**src/rtl/i2c_master_arbiter_if.sv**
```systemverilog
// Requester and engine-command bundle for i2c_master_arbiter.
// slave is the arbiter's view; master is the requesters/engine side.
interface i2c_master_arbiter_if #(
  parameter int unsigned NUM_REQ = 4,
  parameter int unsigned ADDR_W  = 8,
  parameter int unsigned DATA_W  = 8
);
  logic [NUM_REQ-1:0]        req;
  logic [NUM_REQ-1:0]        req_rw;
  logic [NUM_REQ*ADDR_W-1:0] req_addr;
  logic [NUM_REQ*DATA_W-1:0] req_wdata;
  logic [NUM_REQ-1:0]        gnt;
  logic [NUM_REQ-1:0]        done;
  logic [DATA_W-1:0]         rdata;
  logic                      err;
  logic                      eng_start;
  logic                      eng_rw;
  logic [ADDR_W-1:0]         eng_addr;
  logic [DATA_W-1:0]         eng_wdata;
  logic                      eng_abort;
  logic                      eng_done;
  logic                      eng_nack;
  logic [DATA_W-1:0]         eng_rdata;

  modport slave (
    input  req, req_rw, req_addr, req_wdata, eng_done, eng_nack, eng_rdata,
    output gnt, done, rdata, err, eng_start, eng_rw, eng_addr, eng_wdata, eng_abort
  );

  modport master (
    output req, req_rw, req_addr, req_wdata, eng_done, eng_nack, eng_rdata,
    input  gnt, done, rdata, err, eng_start, eng_rw, eng_addr, eng_wdata, eng_abort
  );
endinterface

```
**src/rtl/i2c_master_arbiter.sv**
```systemverilog
// Round-robin arbiter sharing one I2C master engine between NUM_REQ requesters,
// one transaction in flight, with per-transaction timeout and abort.
module i2c_master_arbiter #(
  parameter int unsigned NUM_REQ     = 4,
  parameter int unsigned ADDR_W      = 8,
  parameter int unsigned DATA_W      = 8,
  parameter int unsigned TIMEOUT_CYC = 1024
) (
  input logic                  clk,
  input logic                  rst,
  i2c_master_arbiter_if.slave  bus
);
  localparam int unsigned IDX_W = $clog2(NUM_REQ);
  localparam int unsigned CNT_W = $clog2(TIMEOUT_CYC);

  typedef enum logic [1:0] {StIdle, StStart, StWait, StResp} state_e;

  state_e              state_q, state_d;
  logic [IDX_W-1:0]    rr_ptr_q, rr_ptr_d;
  logic [IDX_W-1:0]    winner_q, winner_d;
  logic [CNT_W-1:0]    cnt_q, cnt_d;
  logic                eng_rw_q, eng_rw_d;
  logic [ADDR_W-1:0]   eng_addr_q, eng_addr_d;
  logic [DATA_W-1:0]   eng_wdata_q, eng_wdata_d;
  logic [DATA_W-1:0]   rdata_q, rdata_d;
  logic                err_q, err_d;
  logic                abort_q, abort_d;

  logic                pick_valid;
  logic [IDX_W-1:0]    pick_idx;
  int unsigned         probe;
  logic [NUM_REQ-1:0]  winner_oh;

  // First requesting index at or above rr_ptr, wrapping.
  always_comb begin
    pick_valid = 1'b0;
    pick_idx   = '0;
    probe      = 0;
    for (int unsigned i = 0; i < NUM_REQ; i++) begin
      probe = (32'(rr_ptr_q) + i) % NUM_REQ;
      if (!pick_valid && bus.req[IDX_W'(probe)]) begin
        pick_valid = 1'b1;
        pick_idx   = IDX_W'(probe);
      end
    end
  end

  always_comb begin
    state_d     = state_q;
    rr_ptr_d    = rr_ptr_q;
    winner_d    = winner_q;
    cnt_d       = cnt_q;
    eng_rw_d    = eng_rw_q;
    eng_addr_d  = eng_addr_q;
    eng_wdata_d = eng_wdata_q;
    rdata_d     = rdata_q;
    err_d       = err_q;
    abort_d     = abort_q;
    unique case (state_q)
      StIdle: begin
        if (pick_valid) begin
          winner_d    = pick_idx;
          eng_rw_d    = bus.req_rw[pick_idx];
          eng_addr_d  = bus.req_addr[32'(pick_idx) * ADDR_W +: ADDR_W];
          eng_wdata_d = bus.req_wdata[32'(pick_idx) * DATA_W +: DATA_W];
          state_d     = StStart;
        end
      end
      StStart: begin
        cnt_d   = '0;
        state_d = StWait;
      end
      StWait: begin
        cnt_d = cnt_q + CNT_W'(1);
        // A completion on the final timeout cycle takes priority over the abort.
        if (bus.eng_done) begin
          rdata_d = bus.eng_rdata;
          err_d   = bus.eng_nack;
          abort_d = 1'b0;
          state_d = StResp;
        end else if (cnt_q == CNT_W'(TIMEOUT_CYC - 1)) begin
          rdata_d = '0;
          err_d   = 1'b1;
          abort_d = 1'b1;
          state_d = StResp;
        end
      end
      StResp: begin
        rr_ptr_d = (winner_q == IDX_W'(NUM_REQ - 1)) ? '0 : winner_q + IDX_W'(1);
        abort_d  = 1'b0;
        state_d  = StIdle;
      end
      default: state_d = StIdle;
    endcase
  end

  always_ff @(posedge clk or negedge rst) begin
    if (!rst) begin
      state_q     <= StIdle;
      rr_ptr_q    <= '0;
      winner_q    <= '0;
      cnt_q       <= '0;
      eng_rw_q    <= 1'b0;
      eng_addr_q  <= '0;
      eng_wdata_q <= '0;
      rdata_q     <= '0;
      err_q       <= 1'b0;
      abort_q     <= 1'b0;
    end else begin
      state_q     <= state_d;
      rr_ptr_q    <= rr_ptr_d;
      winner_q    <= winner_d;
      cnt_q       <= cnt_d;
      eng_rw_q    <= eng_rw_d;
      eng_addr_q  <= eng_addr_d;
      eng_wdata_q <= eng_wdata_d;
      rdata_q     <= rdata_d;
      err_q       <= err_d;
      abort_q     <= abort_d;
    end
  end

  assign winner_oh     = NUM_REQ'(1) << winner_q;
  assign bus.gnt       = (state_q != StIdle) ? winner_oh : '0;
  assign bus.done      = (state_q == StResp) ? winner_oh : '0;
  assign bus.eng_start = (state_q == StStart);
  assign bus.eng_abort = (state_q == StResp) && abort_q;
  assign bus.eng_rw    = eng_rw_q;
  assign bus.eng_addr  = eng_addr_q;
  assign bus.eng_wdata = eng_wdata_q;
  assign bus.rdata     = rdata_q;
  assign bus.err       = err_q;
endmodule

```
**src/flat_wrapper.sv**
```systemverilog
// flat-port wrapper written by rule: the top's interface ports become plain ports
module i2c_master_arbiter_flat 
#(
  parameter int unsigned NUM_REQ     = 4,
  parameter int unsigned ADDR_W      = 8,
  parameter int unsigned DATA_W      = 8,
  parameter int unsigned TIMEOUT_CYC = 1024
)
  (clk, rst, bus_req, bus_req_rw, bus_req_addr, bus_req_wdata, bus_eng_done, bus_eng_nack, bus_eng_rdata, bus_gnt, bus_done, bus_rdata, bus_err, bus_eng_start, bus_eng_rw, bus_eng_addr, bus_eng_wdata, bus_eng_abort);
  i2c_master_arbiter_if #(.NUM_REQ(NUM_REQ), .ADDR_W(ADDR_W), .DATA_W(DATA_W)) bus_i ();
  input logic clk;
  input logic rst;
  input wire logic [$bits(bus_i.req)-1:0] bus_req;
  input wire logic [$bits(bus_i.req_rw)-1:0] bus_req_rw;
  input wire logic [$bits(bus_i.req_addr)-1:0] bus_req_addr;
  input wire logic [$bits(bus_i.req_wdata)-1:0] bus_req_wdata;
  input wire logic [$bits(bus_i.eng_done)-1:0] bus_eng_done;
  input wire logic [$bits(bus_i.eng_nack)-1:0] bus_eng_nack;
  input wire logic [$bits(bus_i.eng_rdata)-1:0] bus_eng_rdata;
  output wire logic [$bits(bus_i.gnt)-1:0] bus_gnt;
  output wire logic [$bits(bus_i.done)-1:0] bus_done;
  output wire logic [$bits(bus_i.rdata)-1:0] bus_rdata;
  output wire logic [$bits(bus_i.err)-1:0] bus_err;
  output wire logic [$bits(bus_i.eng_start)-1:0] bus_eng_start;
  output wire logic [$bits(bus_i.eng_rw)-1:0] bus_eng_rw;
  output wire logic [$bits(bus_i.eng_addr)-1:0] bus_eng_addr;
  output wire logic [$bits(bus_i.eng_wdata)-1:0] bus_eng_wdata;
  output wire logic [$bits(bus_i.eng_abort)-1:0] bus_eng_abort;
  assign bus_i.req = bus_req;
  assign bus_i.req_rw = bus_req_rw;
  assign bus_i.req_addr = bus_req_addr;
  assign bus_i.req_wdata = bus_req_wdata;
  assign bus_i.eng_done = bus_eng_done;
  assign bus_i.eng_nack = bus_eng_nack;
  assign bus_i.eng_rdata = bus_eng_rdata;
  assign bus_gnt = bus_i.gnt;
  assign bus_done = bus_i.done;
  assign bus_rdata = bus_i.rdata;
  assign bus_err = bus_i.err;
  assign bus_eng_start = bus_i.eng_start;
  assign bus_eng_rw = bus_i.eng_rw;
  assign bus_eng_addr = bus_i.eng_addr;
  assign bus_eng_wdata = bus_i.eng_wdata;
  assign bus_eng_abort = bus_i.eng_abort;
  i2c_master_arbiter #(.NUM_REQ(NUM_REQ), .ADDR_W(ADDR_W), .DATA_W(DATA_W), .TIMEOUT_CYC(TIMEOUT_CYC)) u_core (.clk(clk), .rst(rst), .bus(bus_i));
endmodule
```
**config.mk**
```make
export PLATFORM = sky130hd
export DESIGN_NAME = i2c_master_arbiter_flat
export DESIGN_NICKNAME = d
export VERILOG_FILES = /design/src/rtl/i2c_master_arbiter_if.sv /design/src/rtl/i2c_master_arbiter.sv /design/src/flat_wrapper.sv
export SDC_FILE = /design/constraint.sdc
export NUM_CORES = 1
export LEC_CHECK = 0
export BUFFER_PORTS_ARGS = -buffer_cell sky130_fd_sc_hd__buf_4
export CAP_MARGIN = 5
export CORE_MARGIN = 4
export CORE_UTILIZATION = 47
export CTS_CLUSTER_DIAMETER = 80
export CTS_CLUSTER_SIZE = 30
export DETAILED_ROUTE_END_ITERATION = 8
export PLACE_DENSITY = 0.91
export RECOVER_POWER = 25
export SLEW_MARGIN = 20
export SYNTH_ARGS = -nofsm -noshare
export SYNTH_HDL_FRONTEND = slang
export SYNTH_SLANG_ARGS = --single-unit
```
**constraint.sdc**
```tcl
create_clock -name clk -period 2.3 [get_ports clk]
set_input_delay 0.115 -clock clk [delete_from_list [all_inputs] [get_ports clk]]
set_output_delay 0.115 -clock clk [all_outputs]
set_load 0.03 [all_outputs]
```
Yosys cells after proc, flatten, opt, wreduce, memory -nomap -nowiden --
Cells that the tools add are included.
Storage, ports and cells: input port bits 84, bits in registers 43, word-level logic and storage cells 78
Operators by class: equal/unequal tests 7, magnitude comparators 5, reductions and logical operators 16, add/sub/neg operators 5, shift operators 3, muxes and demuxes 32
Operators by type and width (number):
- indexed part select 32 x 6 -> 8 bit | 2
- one-hot mux 10 bit (2 select lines) | 1
- two-way mux 2 bit | 8
- two-way mux 8 bit | 2
- < comparator 2 x 3 -> 1 bit, second input constant | 5
- two-way mux 1 bit | 12
- adder 10 x 1 -> 10 bit, second input constant | 1
- binary-select mux 1 bit (select 2 bit) | 5
- == test 10 bit, second input constant | 1
- two-way mux 4 bit | 2
- one-hot mux 2 bit (4 select lines) | 1
- AND reduction 2 bit | 4
- nonzero test 2 bit | 4
- == test 2 bit, second input constant | 3
- adder 2 x 1 -> 2 bit, second input constant | 2
- adder 2 bit, second input constant | 2
- logical AND 1 bit | 4
- left shift 1 x 2 -> 4 bit, first input constant | 1
- zero test 1 bit | 3
- inequality test 3 x 2 -> 1 bit, second input constant | 1
- == test 2 x 1 -> 1 bit, second input constant | 1
- zero test 2 bit | 1
- inequality test 2 x 1 -> 1 bit, second input constant | 1
- one-hot mux 1 bit (2 select lines) | 1

Depth between registers and ports, before layout --
word-level depth 14, gate-level depth with buffers 8, gate-level depth less buffers 7

Worst setup path before layout --
OpenSTA, ideal clock, no wires.
path kind register to register, from reg u_core.cnt_q[0], to reg u_core.state_q[1], buffers on the path 0, arrival time 1.586 ns, required time 2.219 ns, period minus slack after synthesis 1.667 ns, slack 0.633 ns, library setup time 0.081 ns, stages on the path, launching flop included 7, cell sequence dfrtp_1 ha_1 and3_1 and3_1 and3_4 o31ai_2 mux2i_1
On the way: longest elaborated chain between the ends 3
Ends and longest elaborated chain:
- start, declared | line i2c_master_arbiter.sv:21 | logic [CNT_W-1:0] cnt_q, cnt_d;
- start signal, assigned | line i2c_master_arbiter.sv:113 | cnt_q <= cnt_d;
- == test 10 bit | line i2c_master_arbiter.sv:81 | end else if (cnt_q == CNT_W'(TIMEOUT_CYC - 1)) begin
- inequality test 3 x 2 -> 1 bit (no line)
- AND reduction 2 bit (no line)
- end signal, assigned | line i2c_master_arbiter.sv:99 | state_q <= StIdle;
- end signal, assigned | line i2c_master_arbiter.sv:110 | state_q <= state_d;
- end, declared | line i2c_master_arbiter.sv:18 | state_e state_q, state_d;
Every way passes these cells. A chain may end at the register's enable or synchronous reset.

Final worst setup path --
from reg u_core.state_q[0], to reg u_core.eng_addr_q[5], in the netlist u_core.bus.eng_addr[5]
On the way: longest elaborated chain between the ends 2
Ends and longest elaborated chain:
- zero test 2 bit | line i2c_master_arbiter.sv:59 | unique case (state_q)
- AND reduction 2 bit (no line)
- end signal, assigned | line i2c_master_arbiter.sv:115 | eng_addr_q <= eng_addr_d;
- end, declared | line i2c_master_arbiter.sv:23 | logic [ADDR_W-1:0] eng_addr_q, eng_addr_d;
Every way passes these cells.

==> flow_summary.ini <==
[timing]
hold_violations = 0
setup_violations = 0
max_slew_margin_pct = 31.72
rsz0062_at_grt = no
finalCriticalPeriod_ps = 2093
whs_ps = 43.55
slew_viol_final = 0
fin_setup_tns_ps = 0
max_freq_ghz = 0.4779
period_share_pct = 90.99
finClkSkew_ps = 6.401
tightest_slew_ps = 1021

[synth]
yosysTopAreaCellShare_pct = 42.43
ys_dominant_reg_cell = dfrtp_1
yosys.area.top_type = dfrtp_1
synthesis.area_sq_mm = 0.002536
ys_seq_area_share_pct = 42.43
syn_inst = 234
synth_cell_types = 42
synth-edff-count = 0
synthTopCellsByCount = 43 x dfrtp_1, 40 x mux2i_1, 24 x nand2_1
ys_seq_elements = 43
synthArstFlopShare_pct = 100.0
yosysWarningCount = 0
synth_area_leaders = dfrtp_1 42%, mux2i_1 16%, o221ai_1 5.9%, ha_1 4.9%, nand2_1 3.6%
yosysMostFrequentCell = dfrtp_1
avgSynthCellArea_sq_um = 10.84
synthesis.nets = 328

[floorplan]
die_area_sq_mm = 0.006636
num_rows = 26
core_area_sq_mm = 0.005172
ios = 120
initial_utilization_pct = 49.03
fp.dieW_um = 81.46
die_h_um = 81.46

[critical_path]
crit_end = u_core.bus.eng_addr[5]$_DFFE_PN0P_
worstPathArrival_ps = 2290
worstSetupPathType = reg2reg
reg2reg_from = u_core.state_q[0]$_DFFE_PN0P_
startpoint = u_core.state_q[0]$_DFFE_PN0P_
startpoint_type = flip-flop
endpoint_kind = flip-flop
cp.required_ps = 2500
critPathMaxFanout = 22
crit-reg2reg-capture = u_core.bus.eng_addr[5]$_DFFE_PN0P_
rr_worst_depth = 5
rrSetupSlack_ps = 210

[pwr]
ir_worst_vdd_mv = 0.7445
combPwrFrac_pct = 59.7
p_int_uw = 2307
switchingPower_uw = 2029
clkPwrFrac_pct = 10.8
power.density_mw_per_mm2 = 1227
power_frac_seq_pct = 29.5
p_sw_share_pct = 46.80
leakagePower_uw = 0.001828

[routing]
drt_iter0_markers = 103
wl_per_cell_um = 16.42
drtPass1Iterations = 4
wirelength_um = 6898
via_per_inst = 5.436
route.detailed.drc = 0
ant_nets = 0
dr_total_vias = 2283

[finish]
drive_gt1_share_pct = 39.71
diodes = 0
nets = 443
final_area_sq_mm = 0.003533
area_growth_pct = 39.32
fillCellCount = 381
multi_input_area_sq_mm = 0.001319
regArea_sq_mm = 0.001076

[min_path]
min_path_type = in2reg
min_delay_path_depth = 2

[clocking]
cts_sinks = 43
cts_max_level = 2
clk_path_buf_depth = 2
root_buffer = clkbuf_8
clock_latency_ps = 290
cts_buffers = 5
cts_tree = built
path_clk_slew_ps = 80

[place]
dpl_cell_area_sq_mm = 0.003435
place_congestion = 0.7924
port_buffers = 119
dp_hpwl_um = 5467

[job]
drv_cap = 0

[run_status]
status = finished, final reports clean

[grt]
grt_max_degree = 44
grt_pass1_vias = 2325
grt_use_total_pct = 20.46
gr-total-overflow = 0
grt_antenna_before_repair = 0
grt_pass1_wl_um = 10590
metal layers:
metal / routed length (um) / share of wire [%] / global-route usage (%)
met5: 0 / 0 / 0
met4: 132 / 1.9 / 7.095
met3: 748 / 11 / 5.702
met2: 3381 / 49 / 36.73
met1: 2636 / 38 / 23.17
timing repair:
item	CTS	global route
setup endpoints to repair	0	7
hold buffers	1	0
endpoints found under the hold margin	43	0
setup buffers	0	0
resized for setup	0	1
registers in the layout, summed over array words and instances (netlist names):
signal                count
u_core.bus.eng_wdata      8
u_core.bus.eng_addr       8
u_core.abort_q            1
u_core.bus.eng_rw         1
u_core.winner_q           2
u_core.state_q            2
u_core.bus.rdata          8
u_core.bus.err            1
u_core.cnt_q             10
u_core.rr_ptr_q           2
logic make-up (layout without fill, tap and decap cells):
kind of cell    after synthesis  after routing  share of synthesized area (%)
compound gates               48             48                          16.13
buf+inv                      24            140                          6.561
flops                        43             43                          42.43
mux                          41             41                          16.23
simple gates                 65             65                          12.68
xor+xnor                      3              3                          1.036
fa+ha+maj                    10             10                          4.933
through the flow:
stage               utilization [%]  setup WS [ps]  instances  power (uW)
detailed placement            66.40          23.67        411        3891
CTS                           68.31          150.0        420        4373
floorplan                         -          632.6        234        3078
global route                  68.31          35.84        420        4625
global placement              66.40          151.4        411        3779
finish                        68.31          207.3        420        4336
cell type report:
cell class	instances	share of cell area, %
inverters	11	1.169
repair buffers	121	26.06
clock inverters	3	0.5666
flip-flops and latches	43	30.45
well taps	70	2.479
clock buffers	5	1.948
multi-input cells	167	37.32
power by group through the flow:
stage / sequential [uW] / combinational (uW) / clock, uW
6_report: 1280 / 2590 / 468
5_1_grt: 1320 / 2800 / 508
4_1_cts: 1280 / 2610 / 483
3_5_place_dp: 1290 / 2610 / 0
3_3_place_gp: 1280 / 2500 / 0
2_1_floorplan: 1670 / 1400 / 0
how the worst min path moves through the flow:
| stage | start | end | slack, ps |
|---|---|---|---|
| after global routing | bus_eng_rdata[1] | u_core.bus.rdata[1]$_DFFE_PN0P_ | 30 |
| after CTS | bus_eng_rdata[6] | u_core.bus.rdata[6]$_DFFE_PN0P_ | 30 |
| after global placement | rst | u_core.bus.rdata[3]$_DFFE_PN0P_ | 130 |
| final | bus_eng_done | u_core.abort_q$_DFFE_PN0P_ | 40 |
| after detailed placement | rst | u_core.bus.rdata[3]$_DFFE_PN0P_ | 130 |
| after floorplan | rst | u_core.abort_q$_DFFE_PN0P_ | -180 |
layout by cell type (no fill, tap or decap), types with 3 or more instances in the layout:
cell,synthesis,routed
buf_4,1,118
dfrtp_1,43,43
mux2i_1,40,40
nand2_1,24,24
o221ai_1,17,17
nor2_1,11,11
inv_1,10,10
a22o_1,10,10
ha_1,10,10
nand3_1,9,9
nor2b_1,6,6
and2_1,6,6
clkbuf_8,0,5
and3_1,3,3
o2bb2ai_1,3,3
o21ai_0,3,3
critical path, cell delays in order (launching register included):
cell      delay, ps
dfrtp_1         410
inv_1           130
ha_1            340
o41ai_4         280
or2_1           540
o221ai_1        300
No activity file was read; power rests on OpenSTA's default activity.
